==> src/rtl/game_ctrl_param_pkg.sv <==
// Shared state codes and control-word decode for the memory game.
// The datapath and display decoder use the same state encoding.
package game_ctrl_param_pkg;

   typedef enum logic [2:0] {
      S_INIT       = 3'd0,
      S_SETUP      = 3'd1,
      S_PLAY_FPGA  = 3'd2,
      S_PLAY_USER  = 3'd3,
      S_CHECK      = 3'd4,
      S_NEXT_ROUND = 3'd5,
      S_RETRY      = 3'd6,
      S_RESULT     = 3'd7
   } state_t;

   localparam int ROUNDS_DEF  = 16;
   localparam int TIMEOUT_DEF = 5000;
   localparam int LIVES_DEF   = 3;

   typedef struct packed {
      logic r1;
      logic r2;
      logic e1;
      logic e2;
      logic e3;
      logic e4;
      logic sel;
   } ctrl_t;

   function automatic ctrl_t decode(input state_t s);
      ctrl_t c;
      c = '0;
      unique case (s)
         S_INIT: begin
            c.r1 = 1'b1;
            c.r2 = 1'b1;
         end
         S_SETUP:      c.e1  = 1'b1;
         S_PLAY_FPGA:  c.e3  = 1'b1;
         S_PLAY_USER:  c.e2  = 1'b1;
         S_CHECK:      c.e4  = 1'b1;
         S_NEXT_ROUND: c.r2  = 1'b1;
         S_RETRY:      c.r2  = 1'b1;
         S_RESULT:     c.sel = 1'b1;
         default:      c     = '0;
      endcase
      return c;
   endfunction

endpackage

==> src/rtl/game_ctrl_param_if.sv <==
// Controller <-> datapath bundle for the memory game.
// master = game controller, slave = datapath/display side.
interface game_ctrl_param_if #(
   parameter int RW = 5,
   parameter int LW = 2
);

   logic          enter;
   logic          end_FPGA;
   logic          key_valid;
   logic          end_User;
   logic          match;
   logic          R1;
   logic          R2;
   logic          E1;
   logic          E2;
   logic          E3;
   logic          E4;
   logic          SEL;
   logic [RW-1:0] round;
   logic [LW-1:0] lives;
   logic          win;
   logic          timeout;
   logic [2:0]    state_o;

   modport master (
      input  enter, end_FPGA, key_valid, end_User, match,
      output R1, R2, E1, E2, E3, E4, SEL,
      output round, lives, win, timeout, state_o
   );

   modport slave (
      output enter, end_FPGA, key_valid, end_User, match,
      input  R1, R2, E1, E2, E3, E4, SEL,
      input  round, lives, win, timeout, state_o
   );

endinterface

==> src/rtl/game_timeout_timer.sv <==
// Per-keypress inactivity timer: counts while run, clears on clear,
// saturates at the last cycle and flags expiry there.
module game_timeout_timer #(
   parameter int TIMEOUT_CYC = 5000,
   parameter int TW          = $clog2(TIMEOUT_CYC)
) (
   input  logic CLOCK,
   input  logic reset,
   input  logic clear,
   input  logic run,
   output logic expired
);

   localparam logic [TW-1:0] LAST = TW'(TIMEOUT_CYC - 1);

   logic [TW-1:0] cnt;

   always_ff @(posedge CLOCK) begin
      if (!reset) begin
         cnt <= '0;
      end else if (!run || clear) begin
         cnt <= '0;
      end else if (cnt != LAST) begin
         cnt <= cnt + TW'(1);
      end
   end

   // a key press on the last cycle still rescues the player
   assign expired = run && !clear && (cnt == LAST);

endmodule

==> src/rtl/game_ctrl_param.sv <==
// Game control FSM with round counter, lives budget and input timeout.
// Control outputs are registered from the next state (Moore on state).
module game_ctrl_param #(
   parameter int ROUNDS      = 16,
   parameter int TIMEOUT_CYC = 5000,
   parameter int LIVES       = 3,
   parameter int RW          = $clog2(ROUNDS + 1),
   parameter int LW          = $clog2(LIVES + 1),
   parameter int TW          = $clog2(TIMEOUT_CYC)
) (
   input  logic              CLOCK,
   input  logic              reset,
   game_ctrl_param_if.master bus
);

   import game_ctrl_param_pkg::*;

   localparam logic [RW-1:0] RND_MAX = RW'(ROUNDS);
   localparam logic [RW-1:0] RND_1   = RW'(1);
   localparam logic [LW-1:0] LIV_MAX = LW'(LIVES);
   localparam logic [LW-1:0] LIV_1   = LW'(1);

   state_t        state;
   state_t        nxt;
   ctrl_t         ctrl_q;
   logic [RW-1:0] round_q;
   logic [LW-1:0] lives_q;
   logic          win_q;
   logic          timeout_q;
   logic          expired;
   logic          in_user;
   logic          last_round;
   logic          more_lives;
   logic          reload;

   assign in_user    = (state == S_PLAY_USER);
   assign last_round = (round_q == RND_MAX);
   assign more_lives = (lives_q > LIV_1);
   assign reload     = (state == S_INIT) ||
                       (state == S_RESULT && bus.enter);

   game_timeout_timer #(
      .TIMEOUT_CYC (TIMEOUT_CYC),
      .TW          (TW)
   ) u_timer (
      .CLOCK   (CLOCK),
      .reset   (reset),
      .clear   (bus.key_valid),
      .run     (in_user),
      .expired (expired)
   );

   always_comb begin
      nxt = state;
      unique case (state)
         S_INIT:  nxt = S_SETUP;
         S_SETUP: if (bus.enter) nxt = S_PLAY_FPGA;
         S_PLAY_FPGA:
            if (bus.end_FPGA) nxt = S_PLAY_USER;
         S_PLAY_USER: begin
            // finishing input beats a simultaneous expiry
            if (bus.end_User)
               nxt = S_CHECK;
            else if (expired)
               nxt = more_lives ? S_RETRY : S_RESULT;
         end
         S_CHECK: begin
            if (bus.match)
               nxt = last_round ? S_RESULT : S_NEXT_ROUND;
            else
               nxt = more_lives ? S_RETRY : S_RESULT;
         end
         S_NEXT_ROUND: nxt = S_PLAY_FPGA;
         S_RETRY:      nxt = S_PLAY_FPGA;
         S_RESULT: if (bus.enter) nxt = S_INIT;
         default:  nxt = S_INIT;
      endcase
   end

   always_ff @(posedge CLOCK) begin
      if (!reset) begin
         state     <= S_INIT;
         ctrl_q    <= decode(S_INIT);
         round_q   <= RND_1;
         lives_q   <= LIV_MAX;
         win_q     <= 1'b0;
         timeout_q <= 1'b0;
      end else begin
         state  <= nxt;
         ctrl_q <= decode(nxt);
         if (reload) begin
            round_q   <= RND_1;
            lives_q   <= LIV_MAX;
            win_q     <= 1'b0;
            timeout_q <= 1'b0;
         end
         if (in_user && !bus.end_User && expired && !more_lives)
            timeout_q <= 1'b1;
         if (state == S_CHECK && bus.match && last_round)
            win_q <= 1'b1;
         if (state == S_NEXT_ROUND && !last_round)
            round_q <= round_q + RND_1;
         if (state == S_RETRY && more_lives)
            lives_q <= lives_q - LIV_1;
      end
   end

   assign bus.R1      = ctrl_q.r1;
   assign bus.R2      = ctrl_q.r2;
   assign bus.E1      = ctrl_q.e1;
   assign bus.E2      = ctrl_q.e2;
   assign bus.E3      = ctrl_q.e3;
   assign bus.E4      = ctrl_q.e4;
   assign bus.SEL     = ctrl_q.sel;
   assign bus.round   = round_q;
   assign bus.lives   = lives_q;
   assign bus.win     = win_q;
   assign bus.timeout = timeout_q;
   assign bus.state_o = state;

endmodule

==> src/flat_wrapper.sv <==
// flat-port wrapper written by rule: the top's interface ports become plain ports
module game_ctrl_param_flat import game_ctrl_param_pkg::*;
#(
   parameter int ROUNDS      = 16,
   parameter int TIMEOUT_CYC = 5000,
   parameter int LIVES       = 3,
   parameter int RW          = $clog2(ROUNDS + 1),
   parameter int LW          = $clog2(LIVES + 1),
   parameter int TW          = $clog2(TIMEOUT_CYC)
)
  (CLOCK, reset, bus_enter, bus_end_FPGA, bus_key_valid, bus_end_User, bus_match, bus_R1, bus_R2, bus_E1, bus_E2, bus_E3, bus_E4, bus_SEL, bus_round, bus_lives, bus_win, bus_timeout, bus_state_o);
  game_ctrl_param_if #(.RW(RW), .LW(LW)) bus_i ();
  input  logic CLOCK;
  input  logic reset;
  input wire logic [$bits(bus_i.enter)-1:0] bus_enter;
  input wire logic [$bits(bus_i.end_FPGA)-1:0] bus_end_FPGA;
  input wire logic [$bits(bus_i.key_valid)-1:0] bus_key_valid;
  input wire logic [$bits(bus_i.end_User)-1:0] bus_end_User;
  input wire logic [$bits(bus_i.match)-1:0] bus_match;
  output wire logic [$bits(bus_i.R1)-1:0] bus_R1;
  output wire logic [$bits(bus_i.R2)-1:0] bus_R2;
  output wire logic [$bits(bus_i.E1)-1:0] bus_E1;
  output wire logic [$bits(bus_i.E2)-1:0] bus_E2;
  output wire logic [$bits(bus_i.E3)-1:0] bus_E3;
  output wire logic [$bits(bus_i.E4)-1:0] bus_E4;
  output wire logic [$bits(bus_i.SEL)-1:0] bus_SEL;
  output wire logic [$bits(bus_i.round)-1:0] bus_round;
  output wire logic [$bits(bus_i.lives)-1:0] bus_lives;
  output wire logic [$bits(bus_i.win)-1:0] bus_win;
  output wire logic [$bits(bus_i.timeout)-1:0] bus_timeout;
  output wire logic [$bits(bus_i.state_o)-1:0] bus_state_o;
  assign bus_i.enter = bus_enter;
  assign bus_i.end_FPGA = bus_end_FPGA;
  assign bus_i.key_valid = bus_key_valid;
  assign bus_i.end_User = bus_end_User;
  assign bus_i.match = bus_match;
  assign bus_R1 = bus_i.R1;
  assign bus_R2 = bus_i.R2;
  assign bus_E1 = bus_i.E1;
  assign bus_E2 = bus_i.E2;
  assign bus_E3 = bus_i.E3;
  assign bus_E4 = bus_i.E4;
  assign bus_SEL = bus_i.SEL;
  assign bus_round = bus_i.round;
  assign bus_lives = bus_i.lives;
  assign bus_win = bus_i.win;
  assign bus_timeout = bus_i.timeout;
  assign bus_state_o = bus_i.state_o;
  game_ctrl_param #(.ROUNDS(ROUNDS), .TIMEOUT_CYC(TIMEOUT_CYC), .LIVES(LIVES), .RW(RW), .LW(LW), .TW(TW)) u_core (.CLOCK(CLOCK), .reset(reset), .bus(bus_i));
endmodule
==> config.mk <==
export PLATFORM = sky130hd
export DESIGN_NAME = game_ctrl_param_flat
export DESIGN_NICKNAME = d
export VERILOG_FILES = /design/src/rtl/game_ctrl_param_pkg.sv /design/src/rtl/game_ctrl_param_if.sv /design/src/rtl/game_timeout_timer.sv /design/src/rtl/game_ctrl_param.sv /design/src/flat_wrapper.sv
export SDC_FILE = /design/constraint.sdc
export NUM_CORES = 1
export LEC_CHECK = 0
export ABC_AREA = 1
export CAP_MARGIN = 10
export CORE_MARGIN = 5
export CORE_UTILIZATION = 53
export DETAILED_ROUTE_END_ITERATION = 8
export PLACE_DENSITY = 0.87
export SKIP_LAST_GASP = 1
export SYNTH_ARGS = -nofsm -noshare
export SYNTH_HDL_FRONTEND = slang
export SYNTH_SLANG_ARGS = --single-unit
==> constraint.sdc <==
create_clock -name CLOCK -period 1.65 [get_ports CLOCK]
set_input_delay 0.2475 -clock CLOCK [delete_from_list [all_inputs] [get_ports CLOCK]]
set_output_delay 0.2475 -clock CLOCK [all_outputs]
set_load 0.01 [all_outputs]
==> results.md, run 1 <==
## Power
* **power per unit of standard cell area** 739 mW/mm²
* **VDD IR-drop max** 576 µV
* **Tot Pwr** 0.00149 W
* **Static Leakage** 0.834 nW

## Clock tree
* **CTS clock-pin slew for the worst setup and hold paths** 90 ps
* **quantity of hold-fixing buffers added after cts** 0
* **Clock Tree Buf Depth** 2
* **clk sink count** 32
* **CTS tree** built
* **CTS Root Buffer Type** sky130_fd_sc_hd__clkbuf_4
* **source-to-sink clock delay at the later pin of the worst-skew pair** 330 ps
* **number of buffers inserted to repair setup after CTS** 0
* **clock buffer count from CTS** 5
* **maximum level of the CTS H-tree** 2

## Place
* **Post-Place Cell Area** 0.00194 mm²
* **Detail Placement HPWL** 2680 µm
* **Port Buffer Count** 25
* **GPL Wtd Cong** 0.914

## Critical path
* **cell type of the slowest stage on the worst timing path** sky130_fd_sc_hd__clkdlybuf4s50_1
* **slowest cell delay on critical path** 570 ps
* **capturing element type of the critical path** primary output
* **data required time of the worst path** 1400 ps
* **Buf/Inv on CP** 1
* **critical path launch point type** flop
* **CP arrival** 1320 ps
* **kind of critical path** reg -> out
* **crit path cell chain** clkdlybuf4s50_1
* **maximum net fanout on the critical path** 8
* **kind of cell with the highest combined delay on the critical path** buffers and inverters

## Logic synthesis
* **top cell types by occurrence after synthesis** 50 x sky130_fd_sc_hd__nand2_1, 32 x sky130_fd_sc_hd__dfxtp_1, 27 x sky130_fd_sc_hd__inv_1, 26 x sky130_fd_sc_hd__nor2_1, 16 x sky130_fd_sc_hd__a21oi_1
* **leading cell types by total area after synthesis** sky130_fd_sc_hd__dfxtp_1 39%, sky130_fd_sc_hd__nand2_1 11%, sky130_fd_sc_hd__inv_1 6.2%, sky130_fd_sc_hd__nor2_1 5.9%, sky130_fd_sc_hd__a21oi_1 4.9%
* **cell count after synthesis** 232
* **ys async rst share** 0%
* **warning count from the yosys run** 0
* **most numerous cell in the Yosys netlist** sky130_fd_sc_hd__nand2_1
* **number of nets in the synthesized netlist** 243
* **post-synthesis cell type count** 29
* **number of flops mapped to enable cells by yosys** 0
* **largest area contributor in the netlist** sky130_fd_sc_hd__dfxtp_1
* **cell area after synthesis** 0.00164 mm²
* **number of synthesized register bits** 32
* **sequential-to-total area share from yosys stat** 39.0%
* **average cell area after synthesis** 7.08 µm²
* **area share of the leading cell type in the synthesized netlist** 39.0%
* **most instantiated flip-flop cell in the synthesis netlist** sky130_fd_sc_hd__dfxtp_1

## Routing
* **length of the first detailed-routing pass in iterations** 4
* **Detailed Route WL** 3510 µm
* **number of violations reported at the end of detailed-routing iteration 0** 88
* **via-per-instance ratio** 5.24
* **post-detailed-route wirelength per cell** 11.8 µm
* **number of vias after detailed routing** 1555
* **remaining number of nets flagged by the antenna check after routing** 0
* **Post-route DRC** 0

## Worst hold path
* **Hold/Removal Path Class** reg -> reg

## Cells and area
* **Ant. Diodes** 0
* **total of fill cells in the finished design** 279
* **Post-Route Utilization** 67.0%
* **number of nets in the layout** 275
* **Area Growth Syn to Fin** 22.5%
* **share of layout cells above drive strength 1** 15.5%
* **design area** 0.00201 mm²

## Run status
* **status** finished, final reports clean

## GRT
* **gr ovfl total** 0
* **initial antenna violation count** 0
* **pin count of the biggest net entering global routing** 10
* **global routing usage summed across all routing layers** 17.7%
* **first-pass GRT wire length** 5840 µm
* **vias in the first global route** 1329

## Floorplanning
* **chip width** 65.7 µm
* **standard cell core area** 0.00300 mm²
* **initial core utilization** 54.7%
* **Placement Rows** 20
* **DIE AREA** 0.00431 mm²
* **Die Y-Extent** 65.7 µm
* **boundary pin count** 26

## Timing
* **final setup violation count** 0
* **Fin. Hold Viols** 0
* **final number of max-transition violations** 0
* **relative slew slack** 72.6%
* **fraction of the cycle the final worst path needs** 95.2%
* **setup tns final** 0 ps
* **hold slack** 475 ps
* **transition at the pin with the smallest max-transition slack** 406 ps
* **final worst clock skew** 9.82 ps
* **upper clock frequency limit** 0.637 GHz
* **RSZ-0062 raised after global routing** yes
* **final critical-path required period** 1570 ps

## Run
* **max cap viols** 0

[final timing paths]
check,from,to,slack (ps),depth (start not counted)
worst max-delay path,u_core.bus.state_o[1]$_SDFF_PN0_,bus_state_o[1],80,1
worst min-delay path,u_core.bus.win$_SDFFE_PN0P_,u_core.bus.win$_SDFFE_PN0P_,470,2
worst max register to register,u_core.u_timer.cnt[1]$_SDFFE_PP0P_,u_core.bus.E3$_SDFF_PN0_,130,9
worst min register to register,u_core.bus.win$_SDFFE_PN0P_,u_core.bus.win$_SDFFE_PN0P_,470,2
[cell families after synthesis]
group | count (synthesis) | synth area share [%]
adders and majority gates | 4 | 3.05
DFF | 32 | 39.0
AOI/OAI and AO/OA | 28 | 9.06
and+or+nand+nor | 131 | 39.1
buffers and inverters | 36 | 9.22
xor gates and xnor gates | 1 | 0.533
[worst min-delay path, stage by stage, from the launching register on]
cell and delay [ps]:
sky130_fd_sc_hd__dfxtp_1 320, sky130_fd_sc_hd__nand2_1 60, sky130_fd_sc_hd__a21oi_1 50
[where the power goes]
group	switching [W]	leakage [nW]	internal, W
registers	0.0000162	0.261	0.000790
logic	0.000107	0.535	0.0000807
clock network	0.000251	0.0374	0.000241
total	0.000374	0.834	0.00111
[through the flow]
stage / instances / setup WS (ps)
2_1_floorplan: 232 / 235
3_3_place_gp: 290 / 60.1
3_5_place_dp: 290 / 46.8
4_1_cts: 297 / 46.6
5_1_grt: 297 / -4.26
6_report: 297 / 79.0
[registers in the layout (all words and copies together) (netlist names)]
signal and count:
u_core.u_timer.cnt 13, u_core.bus.round 5, u_core.bus.state_o 3, u_core.bus.lives 2, u_core.bus.E1 1, u_core.bus.E2 1, u_core.bus.E3 1, u_core.bus.E4 1
u_core.bus.R1 1, u_core.bus.R2 1, u_core.bus.SEL 1, u_core.bus.timeout 1, u_core.bus.win 1
[repair_timing]
| item | CTS | global route |
|---|---|---|
| cloned | 0 | 0 |
| setup endpoints to repair | 3 | 5 |
| gates resized for setup | 4 | 4 |
[metal layers]
layer / vias up / global-route usage, % / part of all wire [%] / wire length (µm)
met2: 52 / 27.2 / 46 / 1600
met4: 0 / 7.77 / 1.7 / 61
met3: 7 / 5.81 / 6.4 / 224
li1: 812 / - / - / -
met5: - / 0 / 0 / 0
met1: 684 / 22.6 / 46 / 1620
[placed cells by master, fill, tap and decap left out, types with 2 or more instances in the layout]
cell type	n
sky130_fd_sc_hd__ha_1	4
sky130_fd_sc_hd__nor3_1	5
sky130_fd_sc_hd__or2_0	5
sky130_fd_sc_hd__nor2_1	24
sky130_fd_sc_hd__o21bai_1	2
sky130_fd_sc_hd__o21ai_0	8
sky130_fd_sc_hd__nand3b_1	2
sky130_fd_sc_hd__clkbuf_4	5
sky130_fd_sc_hd__inv_2	4
sky130_fd_sc_hd__dfxtp_1	28
sky130_fd_sc_hd__nand3_1	14
sky130_fd_sc_hd__inv_1	27
sky130_fd_sc_hd__clkbuf_8	2
sky130_fd_sc_hd__dfxtp_2	3
sky130_fd_sc_hd__a21oi_1	16
sky130_fd_sc_hd__nor3_2	2
sky130_fd_sc_hd__nand2_1	50
sky130_fd_sc_hd__buf_4	4
sky130_fd_sc_hd__clkdlybuf4s50_1	24
sky130_fd_sc_hd__nand4_1	9
sky130_fd_sc_hd__nand3_2	4
sky130_fd_sc_hd__nand2_2	3
sky130_fd_sc_hd__nor2_2	9
[area by class of cell]
type / count / area (µm²) / area share [%]
Multi-Input combinational cell: 164 / 856 / 42.5
Sequential cell: 32 / 648 / 32.2
Timing Repair Buffer: 29 / 279 / 13.9
Inverter: 32 / 123 / 6.09
Clock buffer: 7 / 65.1 / 3.23
Tap cell: 33 / 41.3 / 2.05
Note: power is estimated with default switching activity, not from simulation.
==> run 2: changes to the inputs <==
--- a/config.mk
+++ b/config.mk
@@ -11,7 +11,9 @@
 export CORE_UTILIZATION = 53
 export DETAILED_ROUTE_END_ITERATION = 8
 export PLACE_DENSITY = 0.87
+export SETUP_SLACK_MARGIN = 0.02
 export SKIP_LAST_GASP = 1
+export SLEW_MARGIN = 30
 export SYNTH_ARGS = -nofsm -noshare
 export SYNTH_HDL_FRONTEND = slang
 export SYNTH_SLANG_ARGS = --single-unit
==> results.md, run 2 (synthesized netlist as in run 1, its figures left out) <==
## Place
* **Post-Place Cell Area** 0.00194 mm²
* **Port Buffer Count** 25
* **Detail Placement HPWL** 2680 µm
* **GPL Wtd Cong** 0.914

## Routing
* **number of violations reported at the end of detailed-routing iteration 0** 93
* **remaining number of nets flagged by the antenna check after routing** 0
* **via-per-instance ratio** 5.20
* **Detailed Route WL** 3510 µm
* **length of the first detailed-routing pass in iterations** 4
* **Post-route DRC** 0
* **post-detailed-route wirelength per cell** 11.8 µm
* **number of vias after detailed routing** 1544

## Floorplanning
* **standard cell core area** 0.00300 mm²
* **DIE AREA** 0.00431 mm²
* **initial core utilization** 54.7%
* **boundary pin count** 26
* **Die Y-Extent** 65.7 µm
* **Placement Rows** 20
* **chip width** 65.7 µm

## Power
* **power per unit of standard cell area** 736 mW/mm²
* **Static Leakage** 0.835 nW
* **VDD IR-drop max** 576 µV

## Cells and area
* **Area Growth Syn to Fin** 22.8%
* **Ant. Diodes** 0
* **design area** 0.00202 mm²
* **leading cell type in the layout, fill and taps excluded** sky130_fd_sc_hd__nand2_1
* **number of nets in the layout** 275
* **flip-flop count of the largest register, all copies and words added** 13
* **share of layout cells above drive strength 1** 16.7%
* **Biggest register** u_core.u_timer.cnt
* **top library cells by usage in the layout, fill and taps aside** 50 x sky130_fd_sc_hd__nand2_1, 27 x sky130_fd_sc_hd__inv_1, 25 x sky130_fd_sc_hd__dfxtp_1

## Critical path
* **capturing element type of the critical path** primary output
* **maximum net fanout on the critical path** 9
* **slowest cell delay on critical path** 550 ps
* **kind of critical path** reg -> out
* **crit path cell chain** clkdlybuf4s50_1
* **cell type of the slowest stage on the worst timing path** sky130_fd_sc_hd__clkdlybuf4s50_1
* **kind of cell with the highest combined delay on the critical path** buffers and inverters
* **data required time of the worst path** 1400 ps
* **CP arrival** 1290 ps
* **Buf/Inv on CP** 1
* **critical path launch point type** flop

## Timing
* **relative slew slack** 71.2%
* **upper clock frequency limit** 0.650 GHz
* **final number of max-transition violations** 0
* **fraction of the cycle the final worst path needs** 93.2%
* **final setup violation count** 0
* **RSZ-0062 raised after global routing** no
* **final critical-path required period** 1540 ps
* **Fin. Hold Viols** 0
* **setup tns final** 0 ps
* **transition at the pin with the smallest max-transition slack** 428 ps
* **final worst clock skew** 9.82 ps

## GRT
* **initial antenna violation count** 0
* **vias in the first global route** 1329
* **first-pass GRT wire length** 5840 µm
* **pin count of the biggest net entering global routing** 10
* **gr ovfl total** 0
* **global routing usage summed across all routing layers** 17.7%

## Clock tree
* **maximum level of the CTS H-tree** 2
* **clock buffer count from CTS** 5
* **clk sink count** 32
* **source-to-sink clock delay at the later pin of the worst-skew pair** 330 ps
* **CTS Root Buffer Type** sky130_fd_sc_hd__clkbuf_4
* **CTS tree** built
* **CTS clock-pin slew for the worst setup and hold paths** 90 ps
* **Clock Tree Buf Depth** 2

## Run status
* **status** finished, final reports clean

## Worst hold path
* **Hold/Removal Path Class** reg -> reg

## Run
* **max cap viols** 0

-- run 2: cell counts in the layout (fill, tap and decap cells not counted) --
No cell type changed its count.
-- run 2: metal layers --
layer | track usage, % | wire (µm) | vias to the layer above
met5 | 0 | 0 | -
met4 | 7.77 | 61 | 0
met3 | 5.81 | 207 | 7
met2 | 27.2 | 1610 | 48
met1 | 22.6 | 1630 | 676
li1 | - | - | 813
-- run 2: through the flow --
step / utilization, % / setup slack, ps / std cells / hold slack (ps) / power, W
final: 67.2 / 112 / 297 / 475 / 0.00149
after CTS: 66.7 / 46.6 / 297 / 478 / 0.00150
after global placement: 64.5 / 60.1 / 290 / 460 / 0.00101
after global routing: 67.2 / 22.1 / 297 / 495 / 0.00157
after floorplan: - / 235 / 232 / 411 / 0.000935
after detailed placement: 64.5 / 46.8 / 290 / 463 / 0.00101
-- run 2: cell type report --
cell class              count  area, µm²
clock buffers               7       65.1
fillers                   276        985
inverters                  32        123
multi-input cells         164        856
flip-flops and latches     32        654
well taps                  33       41.3
repair buffers             29        279
-- run 2: what timing repair did --
action,in CTS,in global routing
hold buffers,0,0
pin swaps,0,1
gates resized for setup,4,8
endpoints found under the setup margin,3,8
buffers inserted,0,0
-- run 2: worst paths after layout --
path	startpoint	endpoint	cells past startpoint	slack, ps
hold reg to reg	u_core.bus.win$_SDFFE_PN0P_	u_core.bus.win$_SDFFE_PN0P_	2	480
setup reg to reg	u_core.bus.state_o[0]$_SDFF_PN0_	u_core.bus.round[2]$_SDFFE_PN0P_	7	140
setup / recovery	u_core.bus.state_o[2]$_SDFF_PN0_	bus_state_o[2]	1	110
hold / removal	u_core.bus.win$_SDFFE_PN0P_	u_core.bus.win$_SDFFE_PN0P_	2	480
-- run 2: tightest hold or removal path, cell delays in order, from the launching register on --
cell and delay, ps:
sky130_fd_sc_hd__dfxtp_1 320, sky130_fd_sc_hd__nand2_1 60, sky130_fd_sc_hd__a21oi_1 50
-- run 2: report_power, final --
group / leakage (nW) / internal (W) / switching, W
registers: 0.262 / 0.000790 / 0.0000162
logic: 0.535 / 0.0000808 / 0.000107
clock network: 0.0374 / 0.000241 / 0.000252
==> variant, RTL diff (flow settings as in run 2) <==
Make the reset (`reset`) asynchronous in 2 clocked blocks.
--- a/src/rtl/game_timeout_timer.sv
+++ b/src/rtl/game_timeout_timer.sv
@@ -16,5 +16,5 @@
    logic [TW-1:0] cnt;
 
-   always_ff @(posedge CLOCK) begin
+   always_ff @(posedge CLOCK or negedge reset) begin
       if (!reset) begin
          cnt <= '0;
--- a/src/rtl/game_ctrl_param.sv
+++ b/src/rtl/game_ctrl_param.sv
@@ -78,5 +78,5 @@
    end
 
-   always_ff @(posedge CLOCK) begin
+   always_ff @(posedge CLOCK or negedge reset) begin
       if (!reset) begin
          state     <= S_INIT;
Function: differs if reset is asserted again (counterexample within 4 cycles, from zero or initial values and one cycle with reset low); with reset held inactive, the same outputs for 10 cycles.
==> variant against run 2 <==
- the flow now finishes with violations (setup timing)
- sequential cell count did not move
- area after synthesis rose by 3.9%
- wire length rose by 9.8%
- sequential share of layout area rose by 3.7 points
- setup slack got worse by 0.11 ns
- design area rose by 11%
- critical endpoint is now u_core.bus.R2
Power is not compared: it rests on default switching activity, and its combinational part moved more than twofold at a synthesized area within 25%.
==> variant: results (changes against run 2) <==
- Synth top area share: 39.6% (+0.59 points)
- Routability cong.: 0.871 (-4.7%)
- CP max stage cell: dfstp_2
- Asr flop ratio synth: 100% (+100 points)
- Nets: 262 (-4.7%)
- Largest reg by FF count: u_core.u_timer.cnt
- Initial DRC Count: 115 (+24%)
- Largest net degree at the start of global routing: 33 (+23)
- Setup_tns: -0.000403 ns (-0.000403 ns)
- HPWL Detailed: 2.63 mm (-1.8%)
- Clock tree buffer depth: 2 (unchanged)
- Post-synth cell types: 28 (-3.4%)
- Post-synth top cells: 28 x nand2_1, 28 x nor2_1, 27 x dfrtp_1
- H-tree levels: 2 (unchanged)
- Total Wirelength: 3.85 mm (+9.8%)
- Initial antenna violation count: 0 (unchanged)
- Endpoints failing setup: 1 (+1)
- First-pass GRT wire length: 6.02 mm (+3.1%)
- Worst path max stage delay: 0.57 ns (+0.02 ns)
- Worst Clk Skew: 0.0136 ns (+0.00375 ns)
- Pre-CTS setup slack: -0.0186 ns (-0.0654 ns)
- DR vias/cell: 5.18 (-0.38%)
- Register area share after synthesis: 47.3% (+8.3 points)
- CTS Root Cell: clkbuf_4
- Critical path capture point: u_core.bus.R2
- YS warnings: 0 (unchanged)
- Status: finished, violations left
- CP max FO: 4 (-5)
- Fill cell count: 243 (-12%)
- Mapped Cells: 206 (-11%)
- Hold Path Class: in -> async
- GRT Overall Usage: 18.0% (+0.26 points)
- DRT Pass-1 Iters: 4 (unchanged)
- Vias in the first global route: 1,433 (+7.8%)
- DP Cell Count: 277 (-4.5%)
- Slew Limit Headroom: 72.9% (+1.8 points)
- Failing checks: setup timing
- Lkg Pwr: 0.992 nW
- Reg2Reg Launch Point: u_core.bus.lives[1]
- Layout cell share with drive strength beyond 1: 28.2% (+12 points)
- Area of the multi-input gates: 827 µm² (-3.4%)
- Final setup margin: -0.000403 ns (-0.113 ns)
- Startpoint Class: flop
- Synth area leaders: dfrtp_1 40%, dfstp_2 7.7%, nand2_1 6.2%
- Via count: 1,533 (-0.71%)
- Syn nets: 217 (-11%)
- Worst EP arrival: 1.92 ns (+0.63 ns)
- Reg2reg path depth: 11 (+4)
[variant: cell types whose count changed after synthesis, sizes merged, moves of 4 or more]
cell,before,now
dfxtp,32,0
a21oi,16,12
nand4,10,3
dfstp,0,5
o21ai,8,15
or2,6,0
dfrtp,0,27
nand2,53,34
[variant: timing repair]
item / 4_1_cts / 5_1_grt
pin swaps: 7 / 10
setup endpoints to repair: 11 / 17
setup buffers: 2 / 9
gates resized for setup: 12 / 12
[variant: critical path: cells and delay by family, from the launching register on]
kind                       cells  cell delay, ns
adders and majority gates      1            0.15
buffers and inverters          2            0.10
AOI/OAI and AO/OA              1            0.15
and+or+nand+nor                7            0.64
DFF                            1            0.57
[variant: report_power, final]
group          total [mW]  switching (mW)  internal (mW)
Combinational        1.52           0.875          0.648
Clock               0.496           0.246          0.250
Sequential           1.05           0.105          0.947
[variant: cell type report]
| cell class | count | area share, % |
|---|---|---|
| Tap cell | 44 | 2.45 |
| Sequential cell | 32 | 36.1 |
| Clock buffer | 8 | 3.07 |
| Inverter | 33 | 5.63 |
| Timing Repair Buffer | 40 | 15.9 |
| Multi-Input combinational cell | 139 | 36.9 |
[variant: cell families (layout without fill, tap and decap cells)]
group | after synthesis | after routing | synth area share (%)
xor+xnor | 6 | 6 | 3.08
simple gates | 100 | 100 | 29.3
compound gates | 29 | 29 | 9.46
buf+inv | 35 | 81 | 7.99
flops | 32 | 32 | 47.3
fa+ha+maj | 4 | 4 | 2.93
[variant: how the worst min path moves through the flow]
stage                                        to  cells after the start                from
after floorplan                   u_core.bus.E1                      0               reset
after global placement       u_core.bus.timeout                      2  u_core.bus.timeout
after detailed placement     u_core.bus.timeout                      2  u_core.bus.timeout
after CTS                 u_core.u_timer.cnt[9]                      2               reset
after global routing      u_core.u_timer.cnt[5]                      2               reset
final                       u_core.bus.round[1]                      2               reset
[variant: stage by stage]
stage / area, µm² / hold WS [ns] / power (mW)
floorplan: 1710 / -0.0481 / 1.92
global placement: 2030 / 0.469 / 2.30
detailed placement: 2030 / 0.475 / 2.35
CTS: 2120 / 0.298 / 2.90
global route: 2240 / 0.342 / 3.28
finish: 2240 / 0.304 / 3.07
[variant: per-layer routing]
metal	routed length (µm)	track usage (%)	up-vias
li1	-	-	753
met1	1520	19.7	725
met2	2040	31.7	46
met3	214	5.56	9
met4	78	7.87	0
met5	0	0	-
